**config.mk**
```make
export PLATFORM = sky130hd
export DESIGN_NAME = peripheral_interrupt_controller_flat
export DESIGN_NICKNAME = d
export VERILOG_FILES = /design/src/rtl/peripheral_interrupt_controller_pkg.sv /design/src/rtl/peripheral_interrupt_controller_if.sv /design/src/rtl/interrupt_source_cond.sv /design/src/rtl/peripheral_interrupt_controller.sv /design/src/flat_wrapper.sv
export SDC_FILE = /design/constraint.sdc
export NUM_CORES = 1
export LEC_CHECK = 0
export CAP_MARGIN = 20
export CORE_ASPECT_RATIO = 1.4
export CORE_UTILIZATION = 35
export DETAILED_ROUTE_END_ITERATION = 8
export PLACE_DENSITY_LB_ADDON = 0.12
export SLEW_MARGIN = 20
export SYNTH_ARGS = -nofsm -noshare
export SYNTH_HDL_FRONTEND = slang
export SYNTH_SLANG_ARGS = --single-unit
```
**constraint.sdc**
```tcl
create_clock -name clk -period 1.65 [get_ports clk]
set_clock_uncertainty 0.05 [all_clocks]
set_input_delay 0.4125 -clock clk [delete_from_list [all_inputs] [get_ports clk]]
set_output_delay 0.4125 -clock clk [all_outputs]
set_load 0.01 [all_outputs]
```
**src/rtl/peripheral_interrupt_controller_pkg.sv**
```systemverilog
// Shared source-mode codes and width helper for the peripheral interrupt controller.
// Latency: n/a (constants and a constant function only).
// Backpressure: n/a.
package peripheral_interrupt_controller_pkg;

  // Per-bit source mode codes; 2'b11 is treated the same as strobe.
  localparam logic [1:0] IMODE_RO     = 2'b00;
  localparam logic [1:0] IMODE_STROBE = 2'b01;
  localparam logic [1:0] IMODE_EDGE   = 2'b10;

  // Ceiling log2 with a floor of 1, so a single-bank or single-bit index still has a port bit.
  function automatic int clog2(input int n);
    int r;
    r = 0;
    for (int i = 0; i < 31; i++) begin
      if ((1 << i) < n) r = i + 1;
    end
    return (r < 1) ? 1 : r;
  endfunction

endpackage

```
**src/rtl/peripheral_interrupt_controller_if.sv**
```systemverilog
// Register access bus for the PIR/PIE banks: bank select, write strobes, data, readback.
// Latency: writes take effect at the next clock edge; readback is combinational on addr.
// Backpressure: none, every write is accepted in the cycle it is presented.
interface peripheral_interrupt_controller_if #(
  parameter int WIDTH = 8,
  parameter int AW    = 1
);
  logic [AW-1:0]    addr;
  logic             pir_wr_en;
  logic             pie_wr_en;
  logic [WIDTH-1:0] d;
  logic [WIDTH-1:0] pir_q;
  logic [WIDTH-1:0] pie_q;

  modport master (output addr, pir_wr_en, pie_wr_en, d, input pir_q, pie_q);
  modport slave  (input addr, pir_wr_en, pie_wr_en, d, output pir_q, pie_q);
endinterface

```
**src/rtl/interrupt_source_cond.sv**
```systemverilog
// Per-bit source conditioner: optional synchroniser, edge history, flag-set pulse and level out.
// Latency: SYNC_STAGES cycles from src to level/set_pulse (0 = combinational).
// Backpressure: none, the source is sampled every cycle.
module interrupt_source_cond
  import peripheral_interrupt_controller_pkg::*;
#(
  parameter logic [1:0] MODE        = IMODE_STROBE,
  parameter int         SYNC_STAGES = 0
) (
  input  logic clk,
  input  logic rst_n,
  input  logic src,
  output logic set_pulse,
  output logic level
);

  logic s;
  logic prev_q;

  generate
    if (SYNC_STAGES > 0) begin : g_sync
      logic [SYNC_STAGES-1:0] sync_q;
      // Shift the raw source through the synchroniser chain.
      always_ff @(posedge clk or negedge rst_n) begin
        if (!rst_n) begin
          sync_q <= '0;
        end else begin
          sync_q[0] <= src;
          for (int i = 1; i < SYNC_STAGES; i++) sync_q[i] <= sync_q[i-1];
        end
      end
      assign s = sync_q[SYNC_STAGES-1];
    end else begin : g_nosync
      assign s = src;
    end
  endgenerate

  // Previous-cycle source; resets to 0 so a source already high at reset release counts as an edge.
  always_ff @(posedge clk or negedge rst_n) begin
    if (!rst_n) prev_q <= 1'b0;
    else        prev_q <= s;
  end

  // Decide whether this cycle sets the stored flag.
  always_comb begin
    set_pulse = 1'b0;
    case (MODE)
      IMODE_RO:           set_pulse = 1'b0;
      IMODE_EDGE:         set_pulse = s & ~prev_q;
      IMODE_STROBE, 2'b11: set_pulse = s;
      default:            set_pulse = s;
    endcase
  end

  assign level = s;

endmodule

```
**src/rtl/peripheral_interrupt_controller.sv**
```systemverilog
// Banked PIR/PIE flag and enable registers with a priority-encoded, registered peripheral IRQ.
// Latency: flag set at edge N -> irq/irq_id/irq_valid update after edge N+1; readback combinational.
// Backpressure: none, register writes and source events are absorbed every cycle.
module peripheral_interrupt_controller
  import peripheral_interrupt_controller_pkg::*;
#(
  parameter int                               WIDTH       = 8,
  parameter int                               NUM_REGS    = 2,
  parameter logic [2*NUM_REGS*WIDTH-1:0]      BIT_MODE    = {NUM_REGS*WIDTH{2'b01}},
  parameter logic [NUM_REGS*WIDTH-1:0]        RESET_PIR   = '0,
  parameter logic [NUM_REGS*WIDTH-1:0]        RESET_PIE   = '0,
  parameter int                               SYNC_STAGES = 0,
  localparam int                              NB          = NUM_REGS * WIDTH,
  localparam int                              AW          = clog2(NUM_REGS),
  localparam int                              IDW         = clog2(NUM_REGS * WIDTH)
) (
  input  logic                          clk,
  input  logic                          rst_n,
  peripheral_interrupt_controller_if.slave bus,
  input  logic [NB-1:0]                 src,
  input  logic                          peie,
  output logic                          irq,
  output logic [IDW-1:0]                irq_id,
  output logic                          irq_valid
);

  logic [NB-1:0]       set_vec;
  logic [NB-1:0]       level_vec;
  logic [NB-1:0]       ro_mask;
  logic [NB-1:0]       flag_q, flag_d;
  logic [NB-1:0]       pie_q, pie_d;
  logic [NB-1:0]       view;
  logic [NB-1:0]       pend;
  logic [NUM_REGS-1:0] bank_hit;
  logic [WIDTH-1:0]    pir_rd, pie_rd;
  logic [IDW-1:0]      enc;

  genvar gi;
  generate
    for (gi = 0; gi < NB; gi++) begin : g_src
      interrupt_source_cond #(
        .MODE        (BIT_MODE[2*gi +: 2]),
        .SYNC_STAGES (SYNC_STAGES)
      ) u_cond (
        .clk       (clk),
        .rst_n     (rst_n),
        .src       (src[gi]),
        .set_pulse (set_vec[gi]),
        .level     (level_vec[gi])
      );
      assign ro_mask[gi] = (BIT_MODE[2*gi +: 2] == IMODE_RO);
    end
  endgenerate

  // Bank decode; an out-of-range address hits no bank, so reads give 0 and writes are dropped.
  always_comb begin
    bank_hit = '0;
    for (int b = 0; b < NUM_REGS; b++) bank_hit[b] = (bus.addr == AW'(b));
  end

  // Next flag/enable state: software write first, then hardware set overrides to 1.
  always_comb begin
    flag_d = flag_q;
    pie_d  = pie_q;
    for (int b = 0; b < NUM_REGS; b++) begin
      for (int k = 0; k < WIDTH; k++) begin
        if (bus.pir_wr_en && bank_hit[b]) flag_d[b*WIDTH + k] = bus.d[k];
        if (bus.pie_wr_en && bank_hit[b]) pie_d[b*WIDTH + k]  = bus.d[k];
      end
    end
    // Readonly bits have no storage; keep their flop at 0.
    flag_d = (flag_d | set_vec) & ~ro_mask;
  end

  // Flag and enable storage.
  always_ff @(posedge clk or negedge rst_n) begin
    if (!rst_n) begin
      flag_q <= RESET_PIR;
      pie_q  <= RESET_PIE;
    end else begin
      flag_q <= flag_d;
      pie_q  <= pie_d;
    end
  end

  // Visible PIR contents: readonly bits show the conditioned source level.
  assign view = (flag_q & ~ro_mask) | (level_vec & ro_mask);
  assign pend = view & pie_q;

  // Readback muxes for the selected bank.
  always_comb begin
    pir_rd = '0;
    pie_rd = '0;
    for (int b = 0; b < NUM_REGS; b++) begin
      if (bank_hit[b]) begin
        pir_rd = pir_rd | view[b*WIDTH +: WIDTH];
        pie_rd = pie_rd | pie_q[b*WIDTH +: WIDTH];
      end
    end
  end

  assign bus.pir_q = pir_rd;
  assign bus.pie_q = pie_rd;

  // Priority encoder: lowest flat index wins (bank0 bit0 highest priority).
  always_comb begin
    enc = '0;
    for (int j = NB - 1; j >= 0; j--) begin
      if (pend[j]) enc = IDW'(j);
    end
  end

  // Registered interrupt outputs; irq_valid ignores the global enable.
  always_ff @(posedge clk or negedge rst_n) begin
    if (!rst_n) begin
      irq       <= 1'b0;
      irq_id    <= '0;
      irq_valid <= 1'b0;
    end else begin
      irq       <= peie & (|pend);
      irq_id    <= enc;
      irq_valid <= |pend;
    end
  end

endmodule
```
**src/flat_wrapper.sv**
```systemverilog
// flat-port wrapper written by rule: the top's interface ports become plain ports
module peripheral_interrupt_controller_flat import peripheral_interrupt_controller_pkg::*;
#(
  parameter int                               WIDTH       = 8,
  parameter int                               NUM_REGS    = 2,
  parameter logic [2*NUM_REGS*WIDTH-1:0]      BIT_MODE    = {NUM_REGS*WIDTH{2'b01}},
  parameter logic [NUM_REGS*WIDTH-1:0]        RESET_PIR   = '0,
  parameter logic [NUM_REGS*WIDTH-1:0]        RESET_PIE   = '0,
  parameter int                               SYNC_STAGES = 0,
  localparam int                              NB          = NUM_REGS * WIDTH,
  localparam int                              AW          = clog2(NUM_REGS),
  localparam int                              IDW         = clog2(NUM_REGS * WIDTH)
)
  (clk, rst_n, src, peie, irq, irq_id, irq_valid, bus_addr, bus_pir_wr_en, bus_pie_wr_en, bus_d, bus_pir_q, bus_pie_q);
  peripheral_interrupt_controller_if #(.WIDTH(WIDTH)) bus_i ();
  input  logic clk;
  input  logic rst_n;
  input  logic [NB-1:0] src;
  input  logic peie;
  output logic irq;
  output logic [IDW-1:0] irq_id;
  output logic irq_valid;
  input wire logic [$bits(bus_i.addr)-1:0] bus_addr;
  input wire logic [$bits(bus_i.pir_wr_en)-1:0] bus_pir_wr_en;
  input wire logic [$bits(bus_i.pie_wr_en)-1:0] bus_pie_wr_en;
  input wire logic [$bits(bus_i.d)-1:0] bus_d;
  output wire logic [$bits(bus_i.pir_q)-1:0] bus_pir_q;
  output wire logic [$bits(bus_i.pie_q)-1:0] bus_pie_q;
  assign bus_i.addr = bus_addr;
  assign bus_i.pir_wr_en = bus_pir_wr_en;
  assign bus_i.pie_wr_en = bus_pie_wr_en;
  assign bus_i.d = bus_d;
  assign bus_pir_q = bus_i.pir_q;
  assign bus_pie_q = bus_i.pie_q;
  peripheral_interrupt_controller #(.WIDTH(WIDTH), .NUM_REGS(NUM_REGS), .BIT_MODE(BIT_MODE), .RESET_PIR(RESET_PIR), .RESET_PIE(RESET_PIE), .SYNC_STAGES(SYNC_STAGES)) u_core (.clk(clk), .rst_n(rst_n), .bus(bus_i), .src(src), .peie(peie), .irq(irq), .irq_id(irq_id), .irq_valid(irq_valid));
endmodule
```
* After elaboration in Yosys (flattened, before gate mapping)
Index checks and enable logic that the tools add are counted.
** Word-level totals
- Word-level logic and storage cells :: 53
- Bits in registers :: 38
- Bits of input ports :: 30
** Operators by class
- Bitwise gates (word level) :: 6
- Reductions and logical operators :: 5
- Muxes and demuxes :: 36
** Operators by type and width (count)
- $mux W4 :: 16
- $mux W8 :: 4
- $and A16 B16 Y16 :: 1
- $mux W1 :: 16
- $or A16 B16 Y16 :: 1
- $or A8 B8 Y8 :: 2
- $reduce_or A16 Y1 :: 1
- $logic_and A1 B1 Y1 :: 4
- $and A1 B1 Y1 :: 1
- $not A1 Y1 :: 1

* Longest topological paths before layout
Gate-level depths: netlist of the first run.
- Word-level depth :: 17
- Depth in mapped cells :: 5
- Mapped depth without buffers :: 5

* Cells and area by module
Synthesis of the first run repeated with hierarchy kept, for this count alone.
** Unflattened totals
- Cell total of the unflattened synthesis :: 180
- Area total of the unflattened synthesis :: 2130.8 um2
** By module, submodules not included
- peripheral_interrupt_controller :: area an instance 1890.6 um2, seq. area each 950.9 um2, instances 1, cells each 148
- interrupt_source_cond :: area an instance 15.0 um2, seq. area each 0.0 um2, instances 16, cells each 2

* Least setup slack after synthesis of the first run
Ideal clock, no wire load.
- Path type :: input-to-output
- Start point :: input bus_addr
- End point :: output bus_pie_q[4]
- Data required time :: 1.187 ns
- Slack :: 0.047 ns
- Cell stages on the path :: 3
- Buffers on the path :: 2
- Arrival :: 1.141 ns
- Cells stage by stage :: buf_2 -> buf_2 -> mux2_2
** On the way
- Longest elaborated chain between the ends :: 3
** Ends and longest elaborated chain
- start, declared :: line flat_wrapper.sv:23 : input wire logic [$bits(bus_i.addr)-1:0] bus_addr;
- $mux W8 :: line peripheral_interrupt_controller.sv:95 : if (bank_hit[b]) begin
- $or A8 B8 Y8 :: line peripheral_interrupt_controller.sv:97 : pie_rd = pie_rd | pie_q[b*WIDTH +: WIDTH];
- $mux W8 * :: line peripheral_interrupt_controller.sv:95
- end, declared :: line flat_wrapper.sv:28 : output wire logic [$bits(bus_i.pie_q)-1:0] bus_pie_q;
Mark *: on every way between the ends. The rest lies on a longest branch, timed or not.

* Worst setup path in the final report of the first run
- Start point :: register u_core.irq_valid
- End point :: output irq_valid
** RTL lines
- start, declared :: line peripheral_interrupt_controller.sv:24 : output logic irq_valid
- start signal, assigned :: line peripheral_interrupt_controller.sv:122 : irq_valid <= |pend;
- end, declared :: line flat_wrapper.sv:22 : output logic irq_valid;
No word-level cell between the ends.

==> flow_summary_export.csv, run 1 <==
group,metric,value,unit
timing,worst_pin_slew,0.419,ns
synth,ys_seq_area_share,50.0,%
global_route,grt_pass1_wl,8540,um
power,leakage,1.29,nW
detailed_routing,wirelength,5370,um
synth,synth.area.top_cells,"dfrtp_1 50%, mux2_2 18%, nand2_1 5.9%",
clock_network,clock_sinks,38,
floorplanning,die_w,64.3,um
timing,finalSetupViolations,0,
synth,netlist_area,1900,um^2
synth,syn_avg_cell_area,11.6,um^2
global_route,grt_max_degree,39,
timing,hold_violations,0,
timing,fmax,624,MHz
status,status,"complete, no violations",
detailed_routing,vias_per_cell,5.10,
clock_network,cts-hold-fix-buffers,0,
synth,ys_types,32,
setup_path,startpoint_type,"register",
clock_network,clk_pin_slew,0.07,ns
setup_path,required,1.19,ns
clock_network,clk_latency,0.28,ns
global_route,grtUsageTotal,20.3,%
timing,grt_setup_unrepaired,"false",
setup_path,rr_startpoint,"u_core.pie_q[5]",
power,power_density,897,nW/um^2
synth,syn_inst,164,
timing,tns,0,ns
cells_and_area,final_layout_size_suffix_gt1_share,42.1,%
power,p_comb_share,29.8,%
cells_and_area,nNetsFinal,288,
setup_path,worstPathCellList,"clkdlybuf4s50_1",
setup_path,cp_top_family,"buffers and inverters",
power,switching_share,27.5,%
timing,whs,0.454,ns
floorplanning,core_area,5200,um^2
clock_network,cts_tree,"done",
job,maxCapViolCount,0,
synth,yosys_warnings,0,
power,p_int,0.00189,W
synth,ys_ff_latch,38,
global_route,grt_pass1_vias,1679,
detailed_routing,drt_iter0_drc,76,
place,dpl.hpwl,3780,um
floorplanning,core.rowCount,31,
cells_and_area,antenna_cells,0,
cells_and_area,multiInputGateArea,920,um^2
setup_path,max_stage_delay,0.52,ns
power,clockPowerShare,28.6,%
setup_path,cpMaxStageDelayCell,"clkdlybuf4s50_1",
timing,maxSlewViolCount,0,
timing,relSlewSlack,72.0,%
power,pwr-share-seq,41.6,%
setup_path,cp_data_arrival_time,1.14,ns
synth,synth_largest_area_cell,"dfrtp_1",
clock_network,cts-root-buf,"clkbuf_8",
clock_network,max-clock-path-buffers,2,
setup_path,end_kind,"output pin",
floorplanning,start_util,36.6,%
setup_path,rrSetupSlack,0.15,ns
cells_and_area,nFillCells,488,
synth,synth_nets,194,
setup_path,rr_worst_depth,6,
global_route,antenna_found_initial,0,
detailed_routing,dr_total_vias,1657,
floorplanning,die_area,5730,um^2
setup_path,cp_max_fo,1,
setup_path,reg2reg_to,"u_core.irq",
power,power_switching,0.000715,W
power,peakVddDrop,0.612,mV
setup_path,cp_num_buf_inv,1,
setup_path,critPathKind,"register to output pin",
detailed_routing,antenna_left,0,
detailed_routing,drt_first_pass_iters,4,
timing,period_needed,1.60,ns
detailed_routing,drc_errors,0,
clock_network,htreeDepth,2,
detailed_routing,wire_per_inst,16.5,um
global_route,grt_overflow,0,
timing,period_share,97.2,%
worst_hold_path,hold_class,"input pin to asynchronous set/reset pin",
cells_and_area,syn2layout_area_growth,52.7,%
place,place.gp.congestion,0.871,
cells_and_area,seqCellArea,951,um^2
clock_network,numCtsBuffers,5,
synth,synth_top_area_share,50.0,%
cells_and_area,final_cell_mix,"38 x buf_4, 38 x dfrtp_1, 33 x clkdlybuf4s50_1",
floorplanning,ioPinCount,52,
place,io_buffers,51,
floorplanning,die_h,89.2,um
synth_stat cells, drive strengths merged:
cell / number
a21oi: 2
nand3b: 8
nand2: 31
dfrtp: 38
a32oi: 3
a221oi: 1
o22ai: 1
clkbuf: 2
a31oi: 1
a211oi: 1
a22oi: 4
buf: 5
nor2b: 2
a21boi: 1
nor2: 2
nand3: 1
nand2b: 4
a22o: 1
o21ai: 3
mux2: 32
a211o: 8
nor3: 1
and3: 8
and2: 4
worst max path at each step:
stage,start,to,cells past startpoint
2_1_floorplan,bus_addr,bus_pie_q[4],3
3_3_place_gp,bus_addr,bus_pie_q[5],4
3_5_place_dp,bus_addr,bus_pie_q[5],4
4_1_cts,u_core.irq_valid,irq_valid,1
5_1_grt,u_core.irq_id[1],irq_id[1],1
6_report,u_core.irq_valid,irq_valid,1
per-stage QoR:
step | instance area (um^2) | std cells | setup WS, ns | util (%) | power, W
5_1_grt | 2900 | 325 | 0.000438 | 55.8 | 0.00275
3_3_place_gp | 2780 | 312 | -0.760 | 53.6 | 0.00188
3_5_place_dp | 2780 | 312 | -0.764 | 53.6 | 0.00190
2_1_floorplan | 1900 | 164 | 0.0468 | - | 0.00146
4_1_cts | 2900 | 325 | 0.0286 | 55.8 | 0.00263
6_report | 2900 | 325 | 0.0465 | 55.8 | 0.00260
cell type report:
cell class,count,share of cell area [%]
clock buffers,8,3.79
multi-input cells,119,31.7
flip-flops and latches,38,32.8
well taps,66,2.85
repair buffers,94,28.9
timing repair:
item | 4_1_cts | 5_1_grt
gates cloned | 2 | 0
gates resized for setup | 75 | 1
buffers inserted | 3 | 0
endpoints found under the setup margin | 25 | 1
per-layer routing:
| layer | vias to the layer above | GRT usage [%] | wire [um] |
|---|---|---|---|
| li1 | 784 | - | - |
| met1 | 815 | 23.8 | 2220 |
| met2 | 52 | 36.9 | 2850 |
| met3 | 6 | 4.08 | 211 |
| met4 | 0 | 6.46 | 90 |
| met5 | - | 0 | 0 |
kinds of logic after synthesis:
group / after synthesis / share of synthesized area, %
DFF: 38 / 50.0
muxes: 32 / 19.0
buffers and inverters: 7 / 1.71
AOI/OAI and AO/OA: 26 / 11.8
and+or+nand+nor: 61 / 17.5
power groups by stage:
stage / combinational, W / clock [W] / sequential [W]
2_1_floorplan: 0.000329 / 0 / 0.00113
3_3_place_gp: 0.000786 / 0 / 0.00110
3_5_place_dp: 0.000796 / 0 / 0.00110
4_1_cts: 0.000778 / 0.000770 / 0.00108
5_1_grt: 0.000841 / 0.000810 / 0.00110
6_report: 0.000775 / 0.000745 / 0.00108
registers in the layout, summed over array words and instances, names as in the netlist:
signal            count
u_core.irq            1
u_core.pie_q         16
u_core.irq_id         4
u_core.irq_valid      1
u_core.flag_q        16
Note: power is estimated with default switching activity, not from simulation.
==> inputs of run 2 (changes only) <==
--- a/config.mk
+++ b/config.mk
@@ -7,6 +7,7 @@
 export LEC_CHECK = 0
 export CAP_MARGIN = 20
 export CORE_ASPECT_RATIO = 1.4
+export CORE_MARGIN = 4
 export CORE_UTILIZATION = 35
 export DETAILED_ROUTE_END_ITERATION = 8
 export PLACE_DENSITY_LB_ADDON = 0.12
==> flow_summary_export.csv, run 2 (synthesis gave the netlist of run 1 again) <==
group,metric,value,unit
cells_and_area,antenna_cells,0,
cells_and_area,fin_area,2830,um^2
cells_and_area,nNetsFinal,284,
clock_network,cts_tree,"done",
setup_path,cpMaxStageDelayCell,"mux2_2",
timing,period_share,98.9,%
floorplanning,die_area,6690,um^2
timing,grt_setup_unrepaired,"false",
setup_path,critPathKind,"input pin to output pin",
detailed_routing,drt_first_pass_iters,4,
setup_path,cp_top_family,"buffers and inverters",
cells_and_area,final_common_cell,"dfrtp_1",
power,power_switching,0.000702,W
timing,period_needed,1.63,ns
timing,tns,0,ns
clock_network,numCtsBuffers,5,
clock_network,clk_latency,0.29,ns
cells_and_area,final_layout_size_suffix_gt1_share,40.7,%
global_route,antenna_found_initial,0,
detailed_routing,drc_errors,0,
detailed_routing,drt_iter0_drc,79,
power,p_int,0.00178,W
power,power_density,876,nW/um^2
cells_and_area,nFillCells,479,
floorplanning,core.rowCount,31,
worst_hold_path,hold_class,"input pin to asynchronous set/reset pin",
setup_path,worstPathCellList,"buf_6 > buf_16 > mux2_2 > buf_2",
detailed_routing,dr_total_vias,1659,
detailed_routing,vias_per_cell,5.20,
global_route,grt_pass1_wl,8970,um
clock_network,cts_setup_buffers,0,
clock_network,cts-root-buf,"clkbuf_8",
detailed_routing,wl_met2,2910,um
floorplanning,core_area,5240,um^2
detailed_routing,drt-met1-wl,2190,um
timing,relSlewSlack,68.8,%
detailed_routing,met3_length,282,um
power,peakVddDrop,0.508,mV
timing,worst_pin_slew,0.466,ns
setup_path,startpoint_type,"input pin",
cells_and_area,reg_top3,"u_core.flag_q (16), u_core.pie_q (16), u_core.irq_id (4)",
detailed_routing,wirelength,5530,um
setup_path,cp_data_arrival_time,1.17,ns
clock_network,clock_sinks,38,
setup_path,cp_num_buf_inv,3,
floorplanning,start_util,36.3,%
setup_path,cp_max_fo,12,
power,total_power,0.00248,W
timing,hold_violations,0,
setup_path,max_stage_delay,0.34,ns
power,switching_share,28.3,%
setup_path,end_kind,"output pin",
status,status,"complete, no violations",
power,pwr-share-seq,43.9,%
global_route,grt_pass1_vias,1813,
place,dpl.hpwl,4080,um
setup_path,required,1.19,ns
timing,maxSlewViolCount,0,
place,placement.cell_area,2760,um^2
detailed_routing,antenna_left,0,
clock_network,htreeDepth,2,
place,io_buffers,51,
cells_and_area,final_cell_mix,"38 x dfrtp_1, 35 x buf_4, 32 x clkdlybuf4s50_1",
power,clockPowerShare,25.4,%
place,place.gp.congestion,0.825,
detailed_routing,wire_per_inst,17.3,um
power,leakage,1.25,nW
floorplanning,die_h,95.2,um
global_route,grtUsageTotal,17.5,%
detailed_routing,highest_layer,"met4",
cells_and_area,final_util,54.1,%
global_route,grt_max_degree,39,
floorplanning,die_w,70.3,um
floorplanning,ioPinCount,52,
timing,whs,0.455,ns
clock_network,max-clock-path-buffers,2,
cells_and_area,syn2layout_area_growth,48.9,%
timing,fmax,613,MHz
power,p_comb_share,30.7,%
job,maxCapViolCount,0,
clock_network,clk_pin_slew,0.07,ns
global_route,grt_overflow,0,
timing,finalSetupViolations,0,
run 2: what timing repair did:
action | CTS | global route
hold endpoints to repair | 0 | 0
resized for setup | 72 | 4
hold buffers | 0 | 0
setup endpoints to repair | 38 | 16
gates cloned | 2 | 0
run 2: power by group through the flow:
stage / Sequential (W) / Clock, W / Combinational, W
final: 0.00109 / 0.000629 / 0.000762
after detailed placement: 0.00111 / 0 / 0.000794
after CTS: 0.00109 / 0.000650 / 0.000769
after global routing: 0.00110 / 0.000688 / 0.000824
after global placement: 0.00110 / 0 / 0.000778
after floorplan: 0.00113 / 0 / 0.000329
run 2: area by class of cell:
cell class	instances	area (um^2)	share of cell area, %
tap	66	82.6	2.92
sequential	38	951	33.6
multi-input combinational	119	920	32.5
clock buffer	6	82.6	2.92
timing repair buffer	90	795	28.1
run 2: stage by stage:
| stage | cells | setup WS, ns |
|---|---|---|
| floorplan | 164 | 0.0468 |
| finish | 319 | 0.0178 |
| detailed placement | 311 | -0.784 |
| global placement | 311 | -0.744 |
| CTS | 319 | -0.0696 |
| global route | 319 | 0.00374 |
run 2: final timing paths:
| check | start | to | slack (ns) | cells after the start |
|---|---|---|---|---|
| max | bus_addr | bus_pie_q[2] | 0.02 | 4 |
| min | rst_n | u_core.pie_q[13] | 0.45 | 2 |
| max reg2reg | u_core.flag_q[5] | u_core.irq | 0.14 | 6 |
| min reg2reg | u_core.flag_q[0] | u_core.flag_q[0] | 0.46 | 2 |
| max in group asynchronous | rst_n | u_core.flag_q[0] | 0.90 | 2 |
| min in group clk | u_core.flag_q[0] | u_core.flag_q[0] | 0.46 | 2 |
run 2: layer usage:
metal / up-vias / global-route usage (%)
li1: 771 / -
met1: 815 / 19.4
met2: 63 / 31.5
met3: 10 / 4.01
met4: 0 / 7.99
met5: - / 0
run 2: worst reg2reg max path, cell delays in order, from the launching register on:
cell	delay (ns)
dfrtp_1	0.40
buf_4	0.15
a22oi_1	0.20
nor2b_2	0.20
nand3_1	0.11
nand2b_4	0.15
and2_4	0.15
==> inputs of run 3 (changes only) <==
--- a/config.mk
+++ b/config.mk
@@ -10,8 +10,9 @@
 export CORE_MARGIN = 4
 export CORE_UTILIZATION = 35
 export DETAILED_ROUTE_END_ITERATION = 8
+export HOLD_SLACK_MARGIN = 0.02
 export PLACE_DENSITY_LB_ADDON = 0.12
-export SLEW_MARGIN = 20
+export SLEW_MARGIN = 10
 export SYNTH_ARGS = -nofsm -noshare
 export SYNTH_HDL_FRONTEND = slang
 export SYNTH_SLANG_ARGS = --single-unit
==> results of run 3 <==
No change in the layout: final DEF, timing and power equal those of run 2.
